[src/rtl/config_desc_fifo.sv]
// Descriptor FIFO that feeds burst length and base address to the cached arbiter.
// It is first-word-fall-through: the head entry is always visible on the rd_* outputs.
// Pops are gated on the head's kind matching the stage the arbiter is serving.
// Sticky flags record illegal bursts and kind mismatches until w_err_clr.
//
// Handshake:
//  - Write side uses valid/ready. A push completes on a rising edge with
//    w_wr_valid & w_wr_ready. w_wr_ready depends only on registered occupancy,
//    so there is no combinational path from the read side to the write side.
//    A completed push with an illegal burst is dropped and sets w_err_burst.
//  - Read side uses w_rd_en as the request and w_rd_valid as the qualifier.
//    A pop happens when w_rd_en & w_rd_valid and w_rd_kind matches the head kind.
module config_desc_fifo #(
    parameter int MAIN_MEM_ADDR_WIDTH = 32,
    parameter int CONFIG_WIDTH        = 16,
    parameter int BURST_WIDTH         = 6,
    parameter int DEPTH               = 8
) (
    input  logic                           w_clock,
    input  logic                           w_rst_n,
    input  logic                           w_wr_valid,
    output logic                           w_wr_ready,
    input  logic [1:0]                     w_wr_kind,
    input  logic [CONFIG_WIDTH-1:0]        w_wr_burst,
    input  logic [MAIN_MEM_ADDR_WIDTH-1:0] w_wr_addr,
    input  logic                           w_rd_en,
    input  logic [1:0]                     w_rd_kind,
    output logic                           w_rd_valid,
    output logic [1:0]                     w_rd_kind_o,
    output logic [CONFIG_WIDTH-1:0]        w_rd_burst,
    output logic [MAIN_MEM_ADDR_WIDTH-1:0] w_rd_addr,
    output logic [$clog2(DEPTH+1)-1:0]     w_count,
    output logic                           w_err_burst,
    output logic                           w_err_kind,
    input  logic                           w_err_clr,
    output logic [1:0]                     w_dbg_state
);

    localparam int PTR_W = $clog2(DEPTH);
    localparam int CNT_W = $clog2(DEPTH+1);
    localparam logic [CONFIG_WIDTH-1:0] MAX_BURST = CONFIG_WIDTH'((1 << BURST_WIDTH) - 1);
    localparam logic [CNT_W-1:0]        FULL_CNT  = CNT_W'(DEPTH);

    typedef enum logic [1:0] {
        OCC_EMPTY   = 2'd0,
        OCC_PARTIAL = 2'd1,
        OCC_FULL    = 2'd2
    } occ_t;

    occ_t                           occ_state;
    logic [PTR_W-1:0]               wr_ptr;
    logic [PTR_W-1:0]               rd_ptr;
    logic [CNT_W-1:0]               count;
    logic [CNT_W-1:0]               count_next;

    logic [1:0]                     kind_mem  [DEPTH];
    logic [CONFIG_WIDTH-1:0]        burst_mem [DEPTH];
    logic [MAIN_MEM_ADDR_WIDTH-1:0] addr_mem  [DEPTH];

    logic push_acc;
    logic burst_legal;
    logic push_ok;
    logic pop_req;
    logic pop_ok;
    logic kind_bad;
    logic empty;

    assign empty       = (occ_state == OCC_EMPTY);
    assign w_wr_ready  = (occ_state != OCC_FULL);
    assign w_rd_valid  = !empty;
    assign push_acc    = w_wr_valid & w_wr_ready;
    assign burst_legal = (w_wr_burst != '0) && (w_wr_burst <= MAX_BURST);
    assign push_ok     = push_acc & burst_legal;
    assign pop_req     = w_rd_en & w_rd_valid;
    assign pop_ok      = pop_req & (w_rd_kind == kind_mem[rd_ptr]);
    assign kind_bad    = pop_req & (w_rd_kind != kind_mem[rd_ptr]);

    // Head entry falls through from storage; forced to zero while nothing is held
    assign w_rd_kind_o = empty ? '0 : kind_mem[rd_ptr];
    assign w_rd_burst  = empty ? '0 : burst_mem[rd_ptr];
    assign w_rd_addr   = empty ? '0 : addr_mem[rd_ptr];
    assign w_count     = count;
    assign w_dbg_state = occ_state;

    // Next occupancy: push alone grows, pop alone shrinks, both or neither hold
    always_comb begin
        count_next = count;
        case ({push_ok, pop_ok})
            2'b10:   count_next = count + CNT_W'(1);
            2'b01:   count_next = count - CNT_W'(1);
            default: count_next = count;
        endcase
    end

    // Descriptor storage; not reset, only the pointers/count define validity
    always_ff @(posedge w_clock) begin
        if (push_ok) begin
            kind_mem[wr_ptr]  <= w_wr_kind;
            burst_mem[wr_ptr] <= w_wr_burst;
            addr_mem[wr_ptr]  <= w_wr_addr;
        end
    end

    // Pointers, occupancy count and EMPTY/PARTIAL/FULL state
    always_ff @(posedge w_clock or negedge w_rst_n) begin
        if (!w_rst_n) begin
            wr_ptr    <= '0;
            rd_ptr    <= '0;
            count     <= '0;
            occ_state <= OCC_EMPTY;
        end else begin
            if (push_ok) wr_ptr <= wr_ptr + PTR_W'(1);
            if (pop_ok)  rd_ptr <= rd_ptr + PTR_W'(1);
            count <= count_next;
            if (count_next == '0)
                occ_state <= OCC_EMPTY;
            else if (count_next == FULL_CNT)
                occ_state <= OCC_FULL;
            else
                occ_state <= OCC_PARTIAL;
        end
    end

    // Sticky error flags; a new error in the same cycle wins over a clear
    always_ff @(posedge w_clock or negedge w_rst_n) begin
        if (!w_rst_n) begin
            w_err_burst <= 1'b0;
            w_err_kind  <= 1'b0;
        end else begin
            if (push_acc && !burst_legal) w_err_burst <= 1'b1;
            else if (w_err_clr)           w_err_burst <= 1'b0;
            if (kind_bad)                 w_err_kind  <= 1'b1;
            else if (w_err_clr)           w_err_kind  <= 1'b0;
        end
    end

endmodule

[config.mk]
export PLATFORM = sky130hd
export DESIGN_NAME = config_desc_fifo
export DESIGN_NICKNAME = d
export VERILOG_FILES = /design/src/rtl/config_desc_fifo.sv
export SDC_FILE = /design/constraint.sdc
export NUM_CORES = 1
export LEC_CHECK = 0
export BUFFER_PORTS_ARGS = -buffer_cell sky130_fd_sc_hd__buf_2
export CAP_MARGIN = 20
export CORE_ASPECT_RATIO = 0.8
export CORE_MARGIN = 2
export CORE_UTILIZATION = 60
export CTS_CLUSTER_SIZE = 20
export DETAILED_ROUTE_END_ITERATION = 6
export PLACE_DENSITY = 0.79
export SLEW_MARGIN = 20
export SYNTH_ARGS = -nofsm -noshare
export SYNTH_HDL_FRONTEND = slang
export SYNTH_SLANG_ARGS = --single-unit
[constraint.sdc]
create_clock -name w_clock -period 7.41 [get_ports w_clock]
set_input_delay 0.3705 -clock w_clock [delete_from_list [all_inputs] [get_ports w_clock]]
set_output_delay 0.3705 -clock w_clock [all_outputs]
set_load 0.05 [all_outputs]
== Yosys cells after proc, flatten, opt, wreduce, memory -nomap -nowiden ==
Memory sizes are Yosys's and may differ from the RTL's.
Cells that the tools add are included.
Operators by class
  $add $sub $neg: 4
  multiply operators: 0
  divide/modulo/power cells: 0
  magnitude comparators: 1
  equality and inequality tests: 6
  shifts and indexed selects: 0
  multiplexer cells: 11
  bitwise logic cells: 5
  reductions and logical operators: 9
Operators by type and width (number)
  2-to-1 mux 32 bit: 1
  <= comparator 16 x 6 -> 1 bit, second input constant: 1
  2-to-1 mux 16 bit: 1
  nonzero test 16 bit: 1
  one-hot mux 4 bit (2 select lines): 1
  adder 3 x 1 -> 3 bit, second input constant: 2
  2-to-1 mux 2 bit: 3
  bitwise AND 1 bit: 5
  2-to-1 mux 1 bit: 5
  adder 4 x 1 -> 4 bit, second input constant: 1
  == test 4 bit, second input constant: 1
  logical NOT 4 bit: 1
  nonzero test 2 bit: 2
  subtractor 4 x 1 -> 4 bit, second input constant: 1
  == test 2 x 1 -> 1 bit, second input constant: 1
  == test 2 bit: 1
  == test 2 bit, second input constant: 1
  logical AND 1 bit: 2
  logical NOT 1 bit: 2
  logical NOT 2 bit: 1
  != test 2 bit: 1
  != test 2 bit, second input constant: 1
Storage, ports and cells
  register bits after elaboration: 14
  bits in latches: 0
  memory bits (writable): 400
  memory bits (read-only): 0
  input bits: 57
  output and inout port bits: 60
  logic and storage cells: 45
  memories kept: 3
Memories
  addr_mem: words 8, width 32, rd ports 1, clocked after Yosys merged registers in 0, write ports 1, line 58  | logic [MAIN_MEM_ADDR_WIDTH-1:0] addr_mem [DEPTH];
  burst_mem: words 8, width 16, rd ports 1, clocked after Yosys merged registers in 0, write ports 1, line 57  | logic [CONFIG_WIDTH-1:0] burst_mem [DEPTH];
  kind_mem: words 8, width 2, rd ports 1, clocked after Yosys merged registers in 0, write ports 1, line 56  | logic [1:0] kind_mem [DEPTH];

== Longest topological paths before layout ==
Gate-level depths: netlist of run 1.
  word-level depth: 9
  gate-level depth with buffers: 14
  mapped depth without buffers: 12

== Least setup slack after synthesis of run 1 ==
OpenSTA, ideal clock, no wires.
  kind: reg2reg
  start: reg occ_state[0], in the netlist w_dbg_state[0]
  end: mem addr_mem[2][0], enable pin
  setup time: 530 ps
  arrival time: 5394 ps
  required time: 6880 ps
  path slack: 1486 ps
  stages on the path, launching flop included: 6
  path buffers: 0
  period minus slack after synthesis: 5924 ps
  cells stage by stage: dfrtp_1 -> nand2b_1 -> nand2_1 -> and2b_1 -> nand2b_1 -> nor3b_1
On the way
  word-level cells in the longest chain between the ends: 5
RTL lines
  start, declared: line 50  | occ_t occ_state;
  start signal, assigned: line 110  | occ_state <= OCC_EMPTY;
  start signal, assigned: line 116  | occ_state <= OCC_EMPTY;
  start signal, assigned: line 118  | occ_state <= OCC_FULL;
  != test 2 bit: line 69  | assign w_wr_ready = (occ_state != OCC_FULL);
  net w_wr_ready: line 22  | output logic w_wr_ready,
  bitwise AND 1 bit: line 71  | assign push_acc = w_wr_valid & w_wr_ready;
  bitwise AND 1 bit: line 73  | assign push_ok = push_acc & burst_legal;
  2-to-1 mux 1 bit: line 97  | if (push_ok) begin
  2-to-1 mux 1 bit (implied by the code): line 100  | addr_mem[wr_ptr] <= w_wr_addr;
  end, declared: line 58
The timed path passes the listed nets, and every way through them passes these cells.

== Worst setup path after layout of run 1 ==
  start: reg rd_ptr[2]
  end: reg occ_state[0], in the netlist w_dbg_state[0]
On the way
  word-level cells in the longest chain between the ends: 8
  elaborated cells between the ends (all ways): 10
  those cells by class: eq/ne: 4; mux: 3; bitwise: 1; reduce/logical: 1; memory: 1
RTL lines
  start, declared: line 52  | logic [PTR_W-1:0] rd_ptr;
  start signal, assigned: line 113  | if (pop_ok) rd_ptr <= rd_ptr + PTR_W'(1);
  memory (8 x 2 bit) (*)
  == test 2 bit (*): line 75  | assign pop_ok = pop_req & (w_rd_kind == kind_mem[rd_ptr]);
  bitwise AND 1 bit (*): line 75
  net pop_ok: line 64  | logic pop_ok;
  == test 2 x 1 -> 1 bit / == test 2 bit (equally long branches): line 88  | case ({push_ok, pop_ok})
  one-hot mux 4 bit (2 select lines) (*): line 88
  net count_next[2]: line 54  | logic [CNT_W-1:0] count_next;
  == test 4 bit: line 117  | else if (count_next == FULL_CNT)
  2-to-1 mux 2 bit: line 117
  2-to-1 mux 2 bit (*): line 115  | if (count_next == '0)
  end signal, assigned: line 116
  end signal, assigned: line 118
  end signal, assigned: line 120  | occ_state <= OCC_PARTIAL;
Mark *: on every way through the listed nets, which the timed path passes. The rest lies on a longest branch.
A chain may end at the register's enable or synchronous reset.

==> run_results.csv, run 1 <==
group,metric,value,unit
worst_setup_path,arrival,4490,ps
cts,insertion_delay,530,ps
route,drc,0,
synth,yosysWarnings,0,
pwr,ir_drop,0.000256,V
cts,cts-hold-fix-buffers,1,
floorplan,die_w,187,um
cells_and_area,fin_util,69.8,%
worst_setup_path,path_max_fanout,53,
route,drtPass1Iterations,5,
worst_setup_path,cp-start-kind,"flip-flop",
synth,synth_area_leaders,"edfxtp_1, mux4_2, mux2i_1, dfrtp_1, nor2_1",
worst_setup_path,crit_buf_inv,0,
global_route,grt.overflow.total,0,
route,wl_per_cell,24.8,um
synth,synth_edf_count,400,
floorplan,start_util,61.0,%
cts,cts_setup_buffers,0,
floorplan,io_pins,117,
cts,cts-root-buf,"clkbuf_16",
cts,cts_inserted_buffers,39,
status,status,"finished, final reports clean",
worst_setup_path,ff2ff_setup_slack,3320,ps
timing,slew_violations,0,
floorplan,num_rows,53,
synth,syn-num-nets,788,
cts,cts_max_level,2,
worst_setup_path,cp_common_cell,"xor2_1",
synth,ys_top_cells_by_count,"edfxtp_1, mux4_2, nor2_1, mux2i_1",
cells_and_area,drive_above_1_share,34.9,%
synth,avgSynthCellArea,22.1,um^2
synth,synthesis.area,16000,um^2
pwr,power-per-cell-area,321,nW/um^2
route,ant_nets,0,
synth,yosys.area.top_type,"edfxtp_1",
synth,ys_ff_latch,414,
timing,slew-limit-headroom,25.3,%
synth,ys.flop_type,"edfxtp_1",
hold_path,hold_path.class,"in -> reg",
worst_setup_path,cp_slowest_stage_delay,1160,ps
pwr,seqPwrFrac,45.2,%
cts,clkSlewWorstSetupHoldPaths,60,ps
pwr,clkPwrFrac,32.6,%
cells_and_area,final.fill_count,1606,
global_route,grt_start_max_net_pins,56,
cts,cts_resized,0,
worst_setup_path,criticalPathCategory,"reg -> reg",
global_route,grt_usage,23.0,%
global_route,antenna_found_initial,5,
route,num_vias,7625,
pwr,internal_power,4.18,mW
floorplan,fp.dieH,150,um
place,hpwl,17.0,mm
route,drtIter0Drc,651,
cts,cts_tree,"built",
synth,synth_cells,726,
synth,synth.top_cell.area_share,75.0,%
cts,clock_sinks,414,
global_route,grt_pass1_vias,8123,
floorplan,core_area,26300,um^2
synth,synth_seq_area_share,77.2,%
timing,hold_violations,0,
cells_and_area,final-seq-area,12400,um^2
timing,tns,0,ps
timing,fin_crit_sh,55.2,%
pwr,netSwitchingPower,1.71,mW
worst_setup_path,worstSetupEndpointType,"flip-flop",
place,port_buffers,116,
route,met3_length,2.16,mm
pwr,swShare,29.0,%
cells_and_area,multi_input_area,3520,um^2
worst_setup_path,crit_family,"flip-flops",
run,drv_cap,0,
timing,fin_crit,4090,ps
cells_and_area,syn2layout_area_growth,14.5,%
worst_setup_path,crit_chain,"nand2b_1 -> o22ai_1 -> or3_4 -> a221oi_4 -> ha_1 -> xor2_1 -> ha_1 -> a21oi_1 -> xor2_1 -> nor2_1 -> xor2_1 -> or3_1",
place,gp_congestion,0.736,
route,vias_per_cell,6.07,
route,wl_met2,15.6,mm
synth,async_flop_share,3.38,%
cells_and_area,nNetsFinal,927,
synth,synth_cell_types,39,
floorplan,die_area,28000,um^2
timing,finalClockSkew,13.6,ps
pwr,p_leak,5.99,nW
pwr,combPwrFrac,22.2,%
global_route,grt_pass1_wl,47.7,mm
timing,rsz0062_at_grt,"no",
timing,finalSetupViolCount,0,
route,maxUsedRoutingLayer,"met5",
timing,fmaxAchievable,244,MHz
cts,clock_path_buffers,3,
route,drt-total-wl,31.2,mm
worst_setup_path,required,7810,ps
worst_setup_path,crit_path_top_delay_cell,"dfrtp_4",
timing,worstMarginPinSlew,1120,ps
route,wl_met1,12.9,mm
synth,yosysMostFrequentCell,"edfxtp_1",
[flip-flops by register name, indices dropped and copies added (netlist names)]
name,flops
wr_ptr,3
kind_mem,16
burst_mem,128
addr_mem,256
w_count,4
w_err_kind,1
w_dbg_state,2
w_err_burst,1
rd_ptr,3
[stage by stage]
step | power [mW] | setup WS, ps | area (um^2) | cells | hold WS (ps)
after floorplan | 3.73 | 1490 | 16000 | 726 | 74.9
after global placement | 3.99 | 3470 | 17100 | 1179 | 281
after detailed placement | 4.02 | 3260 | 17100 | 1179 | 288
after CTS | 5.92 | 3140 | 18300 | 1250 | 40.7
after global routing | 6.09 | 3070 | 18300 | 1253 | 47.6
final | 5.89 | 3320 | 18300 | 1256 | 52.0
[metal layers]
| layer | track usage [%] | vias up |
|---|---|---|
| met5 | 0 | - |
| met3 | 4.29 | 58 |
| met1 | 32.1 | 3987 |
| li1 | - | 3289 |
| met2 | 38.2 | 289 |
| met4 | 6.23 | 2 |
[layout make-up]
| cell class | instances | area share (%) |
|---|---|---|
| inverters | 6 | 0.123 |
| clock buffers | 50 | 5.67 |
| flip-flops and latches | 414 | 67.5 |
| repair buffers | 133 | 3.95 |
| multi-input cells | 271 | 19.2 |
| well taps | 357 | 2.44 |
| diodes | 5 | 0.0683 |
| clock inverters | 20 | 1.04 |
[layout by cell type (no fill, tap or decap), types with 3 or more instances in the layout]
cell,netlist,routed
clkinv_1,0,5
clkinv_2,0,8
dfrtp_1,14,11
mux2i_1,48,48
ha_1,5,5
clkbuf_1,14,10
nand2b_1,4,4
mux2_2,7,7
dfrtp_4,0,3
nor2_4,0,3
edfxtp_1,400,400
buf_4,0,15
buf_2,12,116
o22ai_1,4,4
xor2_1,8,8
nor2_1,53,50
mux4_2,96,96
nor3b_2,0,4
bufinv_16,0,3
diode_2,0,5
a21oi_1,3,3
inv_1,6,6
clkbuf_16,0,40
nand2_1,6,6
[power by group through the flow]
stage,Sequential [mW],Clock (mW),Combinational [mW]
2_1_floorplan,2.68,0,1.05
3_3_place_gp,2.74,0,1.25
3_5_place_dp,2.74,0,1.27
4_1_cts,2.70,1.94,1.28
5_1_grt,2.67,2.03,1.38
6_report,2.66,1.92,1.31
[final timing paths]
| kind | start | end | depth (start not counted) |
|---|---|---|---|
| max | rd_ptr[2] | w_dbg_state[0] | 12 |
| min | w_err_clr | w_err_kind | 2 |
| max reg2reg | rd_ptr[2] | w_dbg_state[0] | 12 |
| min reg2reg | w_count[3] | w_count[3] | 1 |
| max in group asynchronous | w_rst_n | rd_ptr[0] | 2 |
| min in group asynchronous | w_rst_n | w_count[3] | 2 |
[logic make-up after synthesis]
group | Yosys count | synth area share, %
mux | 155 | 17.3
simple gates | 85 | 2.52
buf+inv | 41 | 1.15
xor+xnor | 10 | 0.547
fa+ha+maj | 5 | 0.391
compound gates | 16 | 0.860
flops | 414 | 77.2
Power figures use the tool's default switching activity.
==> inputs of run 2 (changes only) <==
==> constraint.sdc (replaced) <==
create_clock -name w_clock -period 3.8 [get_ports w_clock]
set_input_delay 0.19 -clock w_clock [delete_from_list [all_inputs] [get_ports w_clock]]
set_output_delay 0.19 -clock w_clock [all_outputs]
set_load 0.05 [all_outputs]
==> run 2 against run 1 <==
Compared with the run above:
- clock skew down 3.5 ps
- flip-flop and latch count unchanged
- non-clock buffer count up 61
- clock power up 95%
- wire length up 2.7%
- via count up 3.4%
- sequential power up 91%
- critical path depth up 2
- cell count up 4.4%
- critical path type is now in -> reg
- largest cell class unchanged
==> run_results.csv, run 2 (synthesized netlist as in run 1, its figures left out) <==
group,metric,value,unit
worst_setup_path,rr_startpoint,"rd_ptr[2]",
hold_path,min_path_cells,3,
hold_path,hp-start,"w_rd_en",
cells_and_area,design_area,18900,um^2
timing,fin_crit,3420,ps
global_route,grt_pass1_vias,8322,
cells_and_area,largest_register_ffs,256,
pwr,clkPwrFrac,32.4,%
floorplan,io_pins,117,
worst_setup_path,crit_chain,"dlygate4sd3_1 -> buf_2 -> or4_1 -> a2111oi_2 -> and2b_1 -> inv_1 -> ha_1 -> xor2_1 -> ha_1 -> a21oi_1 -> xor2_1 -> nor2_1 -> xor2_1 -> or3_1",
pwr,swShare,28.9,%
cells_and_area,syn2layout_area_growth,18.2,%
cells_and_area,top_regs,"addr_mem (256), burst_mem (128), kind_mem (16)",
worst_setup_path,required,4200,ps
worst_setup_path,criticalPathCategory,"in -> reg",
pwr,netSwitchingPower,3.33,mW
worst_setup_path,crit_path_top_delay_cell,"or4_1",
cts,clkSlewWorstSetupHoldPaths,60,ps
pwr,combPwrFrac,23.6,%
status,status,"finished, final reports clean",
cells_and_area,final_cell_mix,"edfxtp_1, buf_2, mux4_2",
timing,tns,0,ps
cells_and_area,final.fill_count,1542,
cts,cts_max_level,2,
global_route,grt_start_max_net_pins,59,
pwr,p_leak,6.23,nW
floorplan,start_util,61.0,%
route,drtPass1Iterations,5,
place,placed_area,17200,um^2
pwr,ir_drop,0.000440,V
worst_setup_path,crit_family,"simple AND/OR/NAND/NOR gates",
global_route,antenna_found_initial,2,
pwr,power-per-cell-area,610,nW/um^2
cells_and_area,final_common_cell,"edfxtp_1",
worst_setup_path,arrival,3810,ps
pwr,internal_power,8.20,mW
cts,clock_path_buffers,3,
floorplan,fp.dieH,150,um
floorplan,core_area,26300,um^2
timing,setup_slack,382,ps
global_route,grt_usage,23.5,%
place,port_buffers,116,
timing,finalClockSkew,10.1,ps
worst_setup_path,cp_slowest_stage_delay,560,ps
worst_setup_path,cp_common_cell,"xor2_1",
route,vias_per_cell,6.01,
route,num_vias,7882,
timing,hold_violations,0,
route,drc,0,
floorplan,die_w,187,um
timing,rsz0062_at_grt,"no",
place,place_ws,430,ps
worst_setup_path,cp-start-kind,"input pin",
timing,slew-limit-headroom,43.0,%
cells_and_area,drive_above_1_share,33.2,%
worst_setup_path,crit_buf_inv,3,
pwr,finalPower,11.5,mW
run,drv_cap,0,
cts,cts_tree,"built",
worst_setup_path,ff2ff_setup_slack,420,ps
worst_setup_path,worstSetupEndpointType,"flip-flop",
worst_setup_path,path_max_fanout,9,
floorplan,die_area,28000,um^2
timing,fin_crit_sh,90.0,%
global_route,grt.overflow.total,0,
timing,worstMarginPinSlew,855,ps
route,drtIter0Drc,657,
place,hpwl,17.4,mm
hold_path,holdPathEnd,"w_err_kind",
worst_setup_path,r2r_cells,12,
cells_and_area,top_register,"addr_mem",
cts,cts_inserted_buffers,39,
place,gp_congestion,0.740,
cts,cts_setup_buffers,0,
cts,cts-root-buf,"clkbuf_16",
route,ant_nets,0,
cts,clock_sinks,414,
cts,insertion_delay,520,ps
pwr,seqPwrFrac,44.0,%
timing,finalSetupViolCount,0,
floorplan,num_rows,53,
timing,slew_violations,0,
route,wl_per_cell,24.4,um
global_route,grt_pass1_wl,49.0,mm
hold_path,hold_path.class,"in -> reg",
cells_and_area,nNetsFinal,988,
route,drt-total-wl,32.0,mm
worst_setup_path,worstReg2RegEnd,"w_dbg_state[0]",
timing,fmaxAchievable,293,MHz
==> run 2: layout make-up <==
type	instances	area, um^2	area share, %
sequential	414	12400	65.4
timing repair buffer	194	1300	6.88
multi-input combinational	271	3560	18.8
antenna	1	2.50	0.0132
tap	357	447	2.36
clock buffer	48	1050	5.56
inverter	6	22.5	0.119
clock inverter	20	165	0.873
==> run 2: worst reg2reg max path, cell delays in order (launching register included) <==
cell      delay, ps
dfrtp_4         600
or2_2           350
o22ai_2         220
o21ai_1         160
a221oi_4        410
ha_1            360
xor2_1          110
ha_1            190
a21oi_1         140
xor2_1          160
nor2_1           60
xor2_1          170
or3_1           330
==> run 2: stage by stage <==
step,hold WS [ps],utilization (%),instances
CTS,25.2,72.0,1310
detailed placement,111,65.4,1189
floorplan,-106,-,726
global placement,101,65.4,1189
finish,41.6,72.1,1311
global route,40.6,72.1,1311
==> run 2: power by group through the flow <==
stage | clock network, mW | registers [mW] | logic [mW]
after floorplan | 0 | 5.22 | 2.06
after global placement | 0 | 5.17 | 2.62
after detailed placement | 0 | 5.18 | 2.68
after CTS | 3.79 | 5.08 | 2.75
after global routing | 3.96 | 5.08 | 2.89
final | 3.74 | 5.08 | 2.72
==> run 2: worst max path at each step <==
stage | from | endpoint | cells after the start
3_5_place_dp | w_wr_burst[13] | w_dbg_state[0] | 13
5_1_grt | w_wr_burst[13] | w_dbg_state[0] | 14
3_3_place_gp | w_wr_burst[13] | w_dbg_state[0] | 13
2_1_floorplan | w_dbg_state[0] | addr_mem[6][0] | 5
4_1_cts | rd_ptr[0] | w_rd_addr[11] | 6
6_report | w_wr_burst[13] | w_dbg_state[0] | 14
==> run 2: repair_timing <==
item / CTS / global route
setup endpoints to repair: 0 / 2
resized for setup: 0 / 1
hold buffers: 53 / 0
hold endpoints to repair: 416 / 0
==> run 2: layer usage <==
layer  global-route usage [%]  share of wire, %  routed length, um  up-vias
li1                         -                 -                  -     3389
met1                     32.3                41              13200     4154
met2                     40.1                51              16300      277
met3                     3.99               5.8               1870       60
met4                     6.51               2.0                637        2
met5                        0             0.041                 13        -
